--- config.mk ---
export PLATFORM = sky130hd
export DESIGN_NAME = minterm_extractor
export DESIGN_NICKNAME = d
export VERILOG_FILES = /design/src/rtl/minterm_extractor.sv
export SDC_FILE = /design/constraint.sdc
export NUM_CORES = 1
export LEC_CHECK = 0
export CORE_UTILIZATION = 47
export DETAILED_ROUTE_END_ITERATION = 12
export PLACE_DENSITY = 0.79
export SYNTH_ARGS = -nofsm -noshare
export SYNTH_HDL_FRONTEND = slang
export SYNTH_SLANG_ARGS = --single-unit
--- constraint.sdc ---
create_clock -name clk -period 3.4 [get_ports clk]
set_clock_uncertainty 0.2 [all_clocks]
set_input_delay 0.68 -clock clk [delete_from_list [all_inputs] [get_ports clk]]
set_output_delay 0.68 -clock clk [all_outputs]
set_load 0.02 [all_outputs]
--- src/rtl/minterm_extractor.sv ---
`default_nettype none
// ============================================================================
// Module   : minterm_extractor
// Purpose  : Scans a captured 2^N_VARS-bit truth table and streams the indices
//            of its minterms (table bit = 1) or maxterms (table bit = 0) in
//            ascending order over a valid/ready handshake. A one-cycle done
//            pulse is raised at the end, alongside the final term count.
// Ports    : clk          rising-edge clock
//            rst_n        asynchronous active-low reset
//            i_start      begin a scan (sampled only in IDLE)
//            i_mode       0 = minterms, 1 = maxterms (captured on start)
//            i_table      truth table, bit i = F(i) (captured on start)
//            o_busy       scan in progress
//            o_idx        current term index
//            o_idx_valid  o_idx holds a valid term
//            i_idx_ready  consumer accepts o_idx
//            o_last       o_idx is the final matching term
//            o_done       one-cycle completion pulse
//            o_count      number of terms emitted, held until next start
// Revision : 1.0 - initial release
// ============================================================================
module minterm_extractor #(
  parameter int N_VARS = 4
) (
  input  logic                     clk,
  input  logic                     rst_n,
  input  logic                     i_start,
  input  logic                     i_mode,
  input  logic [(1<<N_VARS)-1:0]   i_table,
  output logic                     o_busy,
  output logic [N_VARS-1:0]        o_idx,
  output logic                     o_idx_valid,
  input  logic                     i_idx_ready,
  output logic                     o_last,
  output logic                     o_done,
  output logic [N_VARS:0]          o_count
);

  localparam int TW = 1 << N_VARS;
  localparam logic [N_VARS-1:0] c_IMAX = {N_VARS{1'b1}};

  typedef enum logic [1:0] {
    S_IDLE = 2'd0,
    S_SCAN = 2'd1,
    S_EMIT = 2'd2,
    S_DONE = 2'd3
  } state_t;

  state_t              r_state;
  logic [TW-1:0]       r_table;
  logic                r_mode;
  logic [N_VARS-1:0]   r_i;
  logic [N_VARS-1:0]   r_idx;
  logic                r_idx_valid;
  logic                r_last;
  logic                r_done;
  logic                r_busy;
  logic [N_VARS:0]     r_count;

  logic [TW-1:0]       w_match_vec;
  logic [TW-1:0]       w_upper;
  logic                w_match;
  logic                w_none_above;
  logic                w_hs;

  // Maxterm mode simply inverts the table so both modes search for ones.
  assign w_match_vec  = r_table ^ {TW{r_mode}};
  // Bring bit i down to position 0; everything above it tells us whether
  // this is the final matching term.
  assign w_upper      = w_match_vec >> r_i;
  assign w_match      = w_upper[0];
  assign w_none_above = (w_upper[TW-1:1] == '0);
  assign w_hs         = r_idx_valid & i_idx_ready;

  always_ff @(posedge clk or negedge rst_n) begin
    if (!rst_n) begin
      r_state     <= S_IDLE;
      r_table     <= '0;
      r_mode      <= 1'b0;
      r_i         <= '0;
      r_idx       <= '0;
      r_idx_valid <= 1'b0;
      r_last      <= 1'b0;
      r_done      <= 1'b0;
      r_busy      <= 1'b0;
      r_count     <= '0;
    end else begin
      case (r_state)
        S_IDLE: begin
          if (i_start) begin
            r_table <= i_table;
            r_mode  <= i_mode;
            r_i     <= '0;
            r_count <= '0;
            r_busy  <= 1'b1;
            r_state <= S_SCAN;
          end
        end
        S_SCAN: begin
          if (w_match) begin
            r_idx       <= r_i;
            r_idx_valid <= 1'b1;
            r_last      <= w_none_above;
            r_state     <= S_EMIT;
          end else if (r_i != c_IMAX) begin
            r_i <= r_i + 1'b1;
          end else begin
            r_busy  <= 1'b0;
            r_done  <= 1'b1;
            r_state <= S_DONE;
          end
        end
        S_EMIT: begin
          if (w_hs) begin
            r_count     <= r_count + 1'b1;
            r_idx_valid <= 1'b0;
            r_last      <= 1'b0;
            // Stop at the top index so r_i never wraps back to 0.
            if (r_i == c_IMAX) begin
              r_busy  <= 1'b0;
              r_done  <= 1'b1;
              r_state <= S_DONE;
            end else begin
              r_i     <= r_i + 1'b1;
              r_state <= S_SCAN;
            end
          end
        end
        S_DONE: begin
          // start is deliberately not sampled here.
          r_done  <= 1'b0;
          r_state <= S_IDLE;
        end
        default: r_state <= S_IDLE;
      endcase
    end
  end

  assign o_busy      = r_busy;
  assign o_idx       = r_idx;
  assign o_idx_valid = r_idx_valid;
  assign o_last      = r_last;
  assign o_done      = r_done;
  assign o_count     = r_count;

endmodule
`default_nettype wire

# [Word level (Yosys, flattened, before mapping)]
# Cells that the tools add are included.
[totals] regBits=36 out_inout_bits=13
[op_classes] addsub=2 n_eq_ne=14 n_shift=1 mux=31 bitwise=2 reduce_logical=14
[ops] op="4-bit two-way mux" n=5
[ops] op="2-bit inequality test, second input constant" n=8
[ops] op="16-bit by 4-bit right shift with 16-bit output" n=1
[ops] op="16-bit bitwise XOR" n=1
[ops] op="15-bit zero test" n=1
[ops] op="1-bit two-way mux" n=12
[ops] op="4-bit case mux with 3 select lines" n=1
[ops] op="6-bit AND reduction" n=2
[ops] op="2-bit two-way mux" n=5
[ops] op="5-bit two-way mux" n=2
[ops] op="5-bit case mux with 2 select lines" n=1
[ops] op="3-bit AND reduction" n=3
[ops] op="2-bit case mux with 4 select lines" n=1
[ops] op="1-bit case mux with 3 select lines" n=2
[ops] op="3-bit nonzero test" n=2
[ops] op="5-bit by 1-bit adder with 5-bit output, second input constant" n=1
[ops] op="5-bit AND reduction" n=1
[ops] op="4-bit by 1-bit adder with 4-bit output, second input constant" n=1
[ops] op="2-bit == test, second input constant" n=2
[ops] op="4-bit == test, second input constant" n=1
[ops] op="4-bit inequality test, second input constant" n=1
[ops] op="1-bit case mux with 2 select lines" n=2
[ops] op="2-bit AND reduction" n=2
[ops] op="2-bit nonzero test" n=2
[ops] op="4 further kinds" n=4

# [Logic depth before layout (Yosys ltp)]
# Gate-level depths: netlist of the first run.
[depth] depth_word=5 mapped_depth=9 ltp_nobuf=8

# [Least setup slack after synthesis of the first run]
# Ideal clock, no wire load.
[synth_path] path_kind="reg2reg" startpoint="register r_state[1]" endpoint="register r_i[2]" setup_ns=0.121 arrival_ns=2.083 required_time_ns=3.079 slack_ns=0.996 stages_incl_launch_ff=9 period_less_slack_ns=2.404 cell_sequence="dfrtp_1 > inv_1 > ha_1 > nor2b_1 > a21oi_2 > nor2b_1 > o21ai_0 > or4_1 > a22o_1"
[synth_between] elab_chain_len=3 elab_cells_between_ends=11
[synth_rtl] item="start, declared" line_no="49" rtl="state_t r_state;"
[synth_rtl] item="start signal, assigned" line_no="77" rtl="r_state <= S_IDLE;"
[synth_rtl] item="start signal, assigned" line_no="96" rtl="r_state <= S_SCAN;"
[synth_rtl] item="start signal, assigned" line_no="104" rtl="r_state <= S_EMIT;"
[synth_rtl] item="2-bit == test (tied with other cells)" line_no="88" rtl="case (r_state)"
[synth_rtl] item="2-bit inequality test (no line) or 3-bit nonzero test (tied branches)"
[synth_rtl] item="6-bit AND reduction (no line)"
[synth_rtl] item="end signal, assigned" line_no="106" rtl="r_i <= r_i + 1'b1;"
[synth_rtl] item="end signal, assigned" line_no="124" rtl="r_i <= r_i + 1'b1;"
[synth_rtl] item="end, declared" line_no="52" rtl="logic [N_VARS-1:0] r_i;"
# Parallel ways exist; a longest one is shown, timed or not.
# A chain may end at the register's enable or synchronous reset.

# [Final worst setup path of the first run]
[layout_path] startpoint="register r_i[0]" endpoint="register r_i[2]"
[layout_between] elab_chain_len=4 elab_cells_between_ends=13
[layout_rtl] item="4-bit by 1-bit adder with 4-bit output" line_no="106, 124"
[layout_rtl] item="4-bit two-way mux (on tied branches)" line_no="119, 105"
[layout_rtl] item="4-bit two-way mux (on tied branches)" line_no="114, 100"
[layout_rtl] item="4-bit case mux with 3 select lines" line_no="88"
# Parallel ways exist; a longest one is shown, timed or not. The select of a mux whose other input is x is not followed.

==> out/qor.yml, run 1 <==
outcome:
  status: "complete, no violations"
clocking:
  clk_pin_slew_ns: 0.07
  cts_setup_buffers: 0
  cts_hold_buf: 0
  worstSkewPairLatency_ns: 0.30
  cts_tree: "done"
  cts_inserted_buffers: 5
  ctsResizeCount: 0
  cts-root-buf: "clkbuf_8"
  clk_path_buf_depth: 2
  htree_levels: 2
  clock_sinks: 36
layout:
  num-nets-final: 293
  final_cell_mix: "dfrtp_1 (36), clkdlybuf4s50_1 (33), mux2i_1 (21)"
  final_util: 0.599
  diodes: 0
  final_common_cell: "dfrtp_1"
  drive_above_1_share: 0.174
  n_fill_cell: 397
  syn2layout_area_growth_pct: 21.0
setup_path:
  cp.required_ns: 3.39
  critPathMostFrequentCell: "buf_4"
  arrival_ns: 2.75
  cp-start-kind: "register"
  cp_max_fo: 14
  max_stage_delay_ns: 0.57
  r2r.worst_path.cells: 8
  slowest_stage: "dfrtp_1"
  path_class: "register to register"
  path_cells: "buf_4, mux2i_1, xnor2_1, o22a_1, a211oi_2, buf_4, or4_1, a22o_1"
  worst_setup_path_end_kind: "register"
placement:
  pre_cts_slack_ns: 0.437
  io_buffers: 33
  gp_congestion: 0.954
  place_hpwl_um: 3400
floorplanning:
  die_x_um: 73.0
  fp-row-count: 25
  io_pins: 34
  dieArea_um2: 5330
  die_h_um: 73.0
  start_util: 0.495
  core-area_um2: 4790
sta:
  setup-tns-final_ns: 0
  slew_violations: 0
  timing.final.crit_share: 0.812
  min_period_ns: 2.76
  setup_viol: 0
  slew_headroom: 0.506
  rsz0062_at_grt: "false"
  report.final.hold_viol_count: 0
  fmax_mhz: 362
  finalWorstSetupSlack_ns: 0.640
  worst_pin_slew_ns: 0.739
logic_synthesis:
  ys.warnings.count: 0
  async_flop_share: 1.00
  yosys.area.top_type_share: 0.380
  ys_dominant_reg_cell: "dfrtp_1"
  ys_types: 54
  syn_avg_cell_area_um2: 10.3
  synth_cells: 231
  synth_nets: 260
  synth_area_leader_cell: "dfrtp_1"
  netlist_area_um2: 2370
  synth_edf_count: 0
  synth_area_leaders: "dfrtp_1 (38%), mux2_2 (9.0%), mux2i_1 (8.9%)"
  yosysSeqAreaShare: 0.380
  ys_ff_latch: 36
power:
  leakage_uw: 0.00119
  p_comb_frac: 0.573
  power_uw: 2830
  power_density_nw_per_um2: 985
  p_sw_frac: 0.419
  p_sw_uw: 1180
  ir_drop_mv: 0.445
  seqPwrFrac: 0.292
  p_int_uw: 1640
  clock_power_share: 0.135
routing:
  drtIter0Drc: 119
  route.detailed.drc: 0
  avgRoutedWirePerCell_um: 14.1
  avgViaCountPerCell: 5.57
  drtAntennaViolNets: 0
  routed_wirelength_um: 4700
  vias: 1850
  first_pass_iters: 4
global_route:
  grt.total_usage: 0.203
  grt_pass1_vias: 1835
  overflow: 0
  grt_pass1_wl_um: 8250
  grt_max_degree: 37
  antenna_found_initial: 0
hold_path:
  hold_path_depth: 2
  hp-class: "register to register"
flow_run:
  drv_cap: 0
## cells in the mapped netlist, types with 3 or more instances
library cell	count
mux2_4	4
xor2_1	3
nor2_1	12
nor2b_1	5
ha_1	8
or2_2	4
o2bb2ai_1	3
buf_2	4
mux2_2	19
nor3_1	5
a21oi_1	7
nor3b_1	3
xnor2_1	8
nand4_1	3
nand3_1	4
mux2i_1	21
inv_1	6
dfrtp_1	36
o21ai_0	15
nand2b_1	4
clkbuf_1	5
nand2_1	14
## sequential cells by signal, summed over array words and instances, names as in the netlist
signal,flops
r_table,16
o_count,5
o_idx,4
r_i,4
r_state,2
o_busy,1
o_done,1
o_idx_valid,1
o_last,1
r_mode,1
## logic make-up (layout without fill, tap and decap cells)
logic type,count (synthesis),in the layout,share of synthesized area
compound gates,47,47,0.137
xor+xnor,11,11,0.0407
fa+ha+maj,8,8,0.0422
buf+inv,20,54,0.0417
flops,36,36,0.380
mux,45,45,0.214
simple gates,64,64,0.145
## stage by stage
stage	hold WS (ns)	cells	instance area, um^2
after global routing	0.331	332	2870
after floorplan	0.184	231	2370
after CTS	0.318	332	2870
after detailed placement	0.296	324	2760
final	0.313	332	2870
after global placement	0.284	324	2760
## critical path: cells and delay by family, from the launching register on
family	cells	cell delay (ns)
AO/OA/AOI/OAI	3	0.48
buffers and inverters	2	0.49
AND/OR/NAND/NOR	1	0.51
flip-flops	1	0.57
XOR/XNOR	1	0.16
multiplexers	1	0.24
## worst paths after layout
check	startpoint	slack (ns)	end
worst max register to register	r_i[0]$_DFFE_PN0P_	0.64	r_i[2]$_DFFE_PN0P_
worst max-delay path	r_i[0]$_DFFE_PN0P_	0.64	r_i[2]$_DFFE_PN0P_
worst min-delay path	o_done$_DFFE_PN0P_	0.31	o_done$_DFFE_PN0P_
max in group asynchronous	rst_n	2.08	r_table[8]$_DFFE_PN0P_
min in group asynchronous	rst_n	0.59	r_table[5]$_DFFE_PN0P_
worst min register to register	o_done$_DFFE_PN0P_	0.31	o_done$_DFFE_PN0P_
## metal layers
metal | global-route usage | vias up | routed length [um]
li1 | - | 905 | -
met1 | 0.267 | 882 | 2190
met2 | 0.325 | 55 | 2230
met3 | 0.0345 | 8 | 189
met4 | 0.0937 | 0 | 90
met5 | 0 | - | 0
## power groups by stage
stage | combinational [uW] | clock [uW] | sequential, uW
finish | 1620 | 381 | 826
global route | 1790 | 406 | 864
CTS | 1620 | 390 | 827
detailed placement | 1610 | 0 | 834
global placement | 1580 | 0 | 827
floorplan | 1270 | 0 | 804
## layout make-up
type                            instances  area (um^2)  share of cell area
Clock buffer                            5         68.8              0.0240
Clock inverter                          3         42.5              0.0148
Inverter                                7         26.3             0.00916
Multi-Input combinational cell        175         1370               0.478
Sequential cell                        36          901               0.314
Tap cell                               67         83.8              0.0292
Timing Repair Buffer                   39          375               0.131
No activity file was read; power rests on OpenSTA's default activity.
==> inputs of run 2 (changes only) <==
==> constraint.sdc (replaced) <==
create_clock -name clk -period 2.7 [get_ports clk]
set_clock_uncertainty 0.2 [all_clocks]
set_input_delay 0.54 -clock clk [delete_from_list [all_inputs] [get_ports clk]]
set_output_delay 0.54 -clock clk [all_outputs]
set_load 0.02 [all_outputs]
==> run 2 against run 1 <==
Clock power down 5%. Highest routed layer unchanged. Critical path type unchanged. Register-to-register slack worse by 0.49 ns. Final area up 2.0%.
==> out/qor.yml, run 2 (synthesis gave the netlist of run 1 again) <==
layout:
  post_layout_nonfiller_instances: 339  # was 332
  n_fill_cell: 393  # was 397
  final_cell_mix: "dfrtp_1 (36), clkdlybuf4s50_1 (33), mux2i_1 (21)"  # unchanged
  syn2layout_area_growth_pct: 23.4  # was 21.0%
  diodes: 0  # unchanged
  final_common_cell: "dfrtp_1"  # unchanged
  drive_above_1_share: 0.195  # was 0.174
  num-nets-final: 301  # was 293
  regMostFlops: "r_table"  # unchanged
  largest_reg_flops: 16  # unchanged
setup_path:
  path_cells: "clkinv_1, xnor2_1, o22a_1, a211oi_2, buf_4, nor3_4, buf_4, a22o_1"  # was buf_4, mux2i_1, xnor2_1, o22a_1, a211oi_2, buf_4, or4_1, a22o_1
  slowest_stage: "dfrtp_1"  # unchanged
  path_class: "register to register"  # unchanged
  max_stage_delay_ns: 0.48  # was 0.57 ns
  cp_max_fo: 8  # was 14
  worst_setup_path_end_kind: "register"  # unchanged
  cp-start-kind: "register"  # unchanged
  arrival_ns: 2.53  # was 2.75 ns
  critical-path-top-delay-family: "compound AO/OA/AOI/OAI gates"  # was flip-flops
  critPathMostFrequentCell: "buf_4"  # unchanged
  critical_path_buf_inv_count: 3  # was 2
  cp.required_ns: 2.68  # was 3.39 ns
floorplanning:
  fp-row-count: 25  # unchanged
  dieArea_um2: 5330  # unchanged
  die_h_um: 73.0  # unchanged
  core-area_um2: 4790  # unchanged
  die_x_um: 73.0  # unchanged
  io_pins: 34  # unchanged
  start_util: 0.495  # unchanged
power:
  leakage_uw: 0.00123  # was 0.00119 uW
  ir_drop_mv: 0.572  # was 0.445 mV
  power_density_nw_per_um2: 1230  # was 985 nW/um^2
sta:
  fmax_mhz: 392  # was 362 MHz
  slew_violations: 0  # unchanged
  slew_headroom: 0.641  # was 0.506
  setup_viol: 0  # unchanged
  worst_pin_slew_ns: 0.533  # was 0.739 ns
  timing.final.crit_share: 0.944  # was 0.812
  report.final.hold_viol_count: 0  # unchanged
  setup-tns-final_ns: 0  # unchanged
  rsz0062_at_grt: "false"  # unchanged
  min_period_ns: 2.55  # was 2.76 ns
  finalWorstSetupSlack_ns: 0.152  # was 0.640 ns
clocking:
  clk_path_buf_depth: 2  # unchanged
  clock_sinks: 36  # unchanged
  cts-root-buf: "clkbuf_8"  # unchanged
  htree_levels: 2  # unchanged
  cts_tree: "done"  # unchanged
  clk_pin_slew_ns: 0.07  # about the same
  worstSkewPairLatency_ns: 0.29  # was 0.30 ns
  cts_hold_buf: 0  # unchanged
  cts_inserted_buffers: 5  # unchanged
routing:
  avgViaCountPerCell: 5.56  # was 5.57
  route.detailed.drc: 0  # unchanged
  vias: 1884  # was 1850
  first_pass_iters: 4  # unchanged
  drtIter0Drc: 112  # was 119
  drtAntennaViolNets: 0  # unchanged
  routed_wirelength_um: 4850  # was 4700 um
  avgRoutedWirePerCell_um: 14.3  # was 14.1 um
global_route:
  overflow: 0  # unchanged
  grt_max_degree: 37  # unchanged
  antenna_found_initial: 0  # unchanged
  grt.total_usage: 0.205  # was 0.203
  grt_pass1_vias: 1792  # was 1835
  grt_pass1_wl_um: 8340  # was 8250 um
placement:
  gp_congestion: 0.918  # was 0.954
  dp_cells: 332  # was 324
  io_buffers: 33  # unchanged
  pre_cts_slack_ns: 0.109  # was 0.437 ns
  place_hpwl_um: 3520  # was 3400 um
flow_run:
  drv_cap: 0  # unchanged
hold_path:
  hp-class: "register to register"  # unchanged
outcome:
  status: "complete, no violations"  # unchanged
-- run 2: area by class of cell --
| type | count | area (um^2) | area share |
|---|---|---|---|
| clock buffers | 6 | 72.6 | 0.0248 |
| clock inverters | 1 | 5.00 | 0.00171 |
| inverters | 7 | 26.3 | 0.00899 |
| multi-input cells | 175 | 1380 | 0.470 |
| flip-flops and latches | 36 | 901 | 0.308 |
| well taps | 67 | 83.8 | 0.0287 |
| repair buffers | 47 | 460 | 0.157 |
-- run 2: layer usage --
metal,wire length (um),part of all wire,vias to the layer above,global-route usage
met1,2250,0.46,897,0.275
met4,84,0.017,0,0.0632
met3,197,0.041,11,0.0483
li1,-,-,923,-
met2,2320,0.48,53,0.327
met5,0,0,-,0
-- run 2: what timing repair did --
item	CTS	global route
endpoints found under the setup margin	0	1
resized for setup	0	1
buffers inserted	0	0
-- run 2: metrics by stage --
stage	power (uW)	instance area [um^2]	hold WS [ns]	util
detailed placement	3220	2840	0.296	0.594
global placement	3160	2840	0.293	0.594
floorplan	2620	2370	0.0444	-
global route	3880	2920	0.325	0.611
finish	3600	2920	0.312	0.611
CTS	3600	2920	0.311	0.610
-- run 2: worst paths after layout --
path | start | end | cells after the start | slack [ns]
setup / recovery | r_mode$_DFFE_PN0P_ | r_i[2]$_DFFE_PN0P_ | 8 | 0.15
hold reg to reg | r_table[0]$_DFFE_PN0P_ | r_table[0]$_DFFE_PN0P_ | 1 | 0.31
max in group asynchronous | rst_n | o_count[0]$_DFFE_PN0P_ | 2 | 1.52
hold / removal | r_table[0]$_DFFE_PN0P_ | r_table[0]$_DFFE_PN0P_ | 1 | 0.31
setup reg to reg | r_mode$_DFFE_PN0P_ | r_i[2]$_DFFE_PN0P_ | 8 | 0.15
min in group asynchronous | rst_n | r_table[5]$_DFFE_PN0P_ | 2 | 0.47
-- run 2: report_power, final --
group,internal [uW],switching [uW],leakage (uW)
Sequential,768,238,0.000447
Combinational,1140,1090,0.000742
Clock,175,188,0.0000410
Total,2080,1520,0.00123
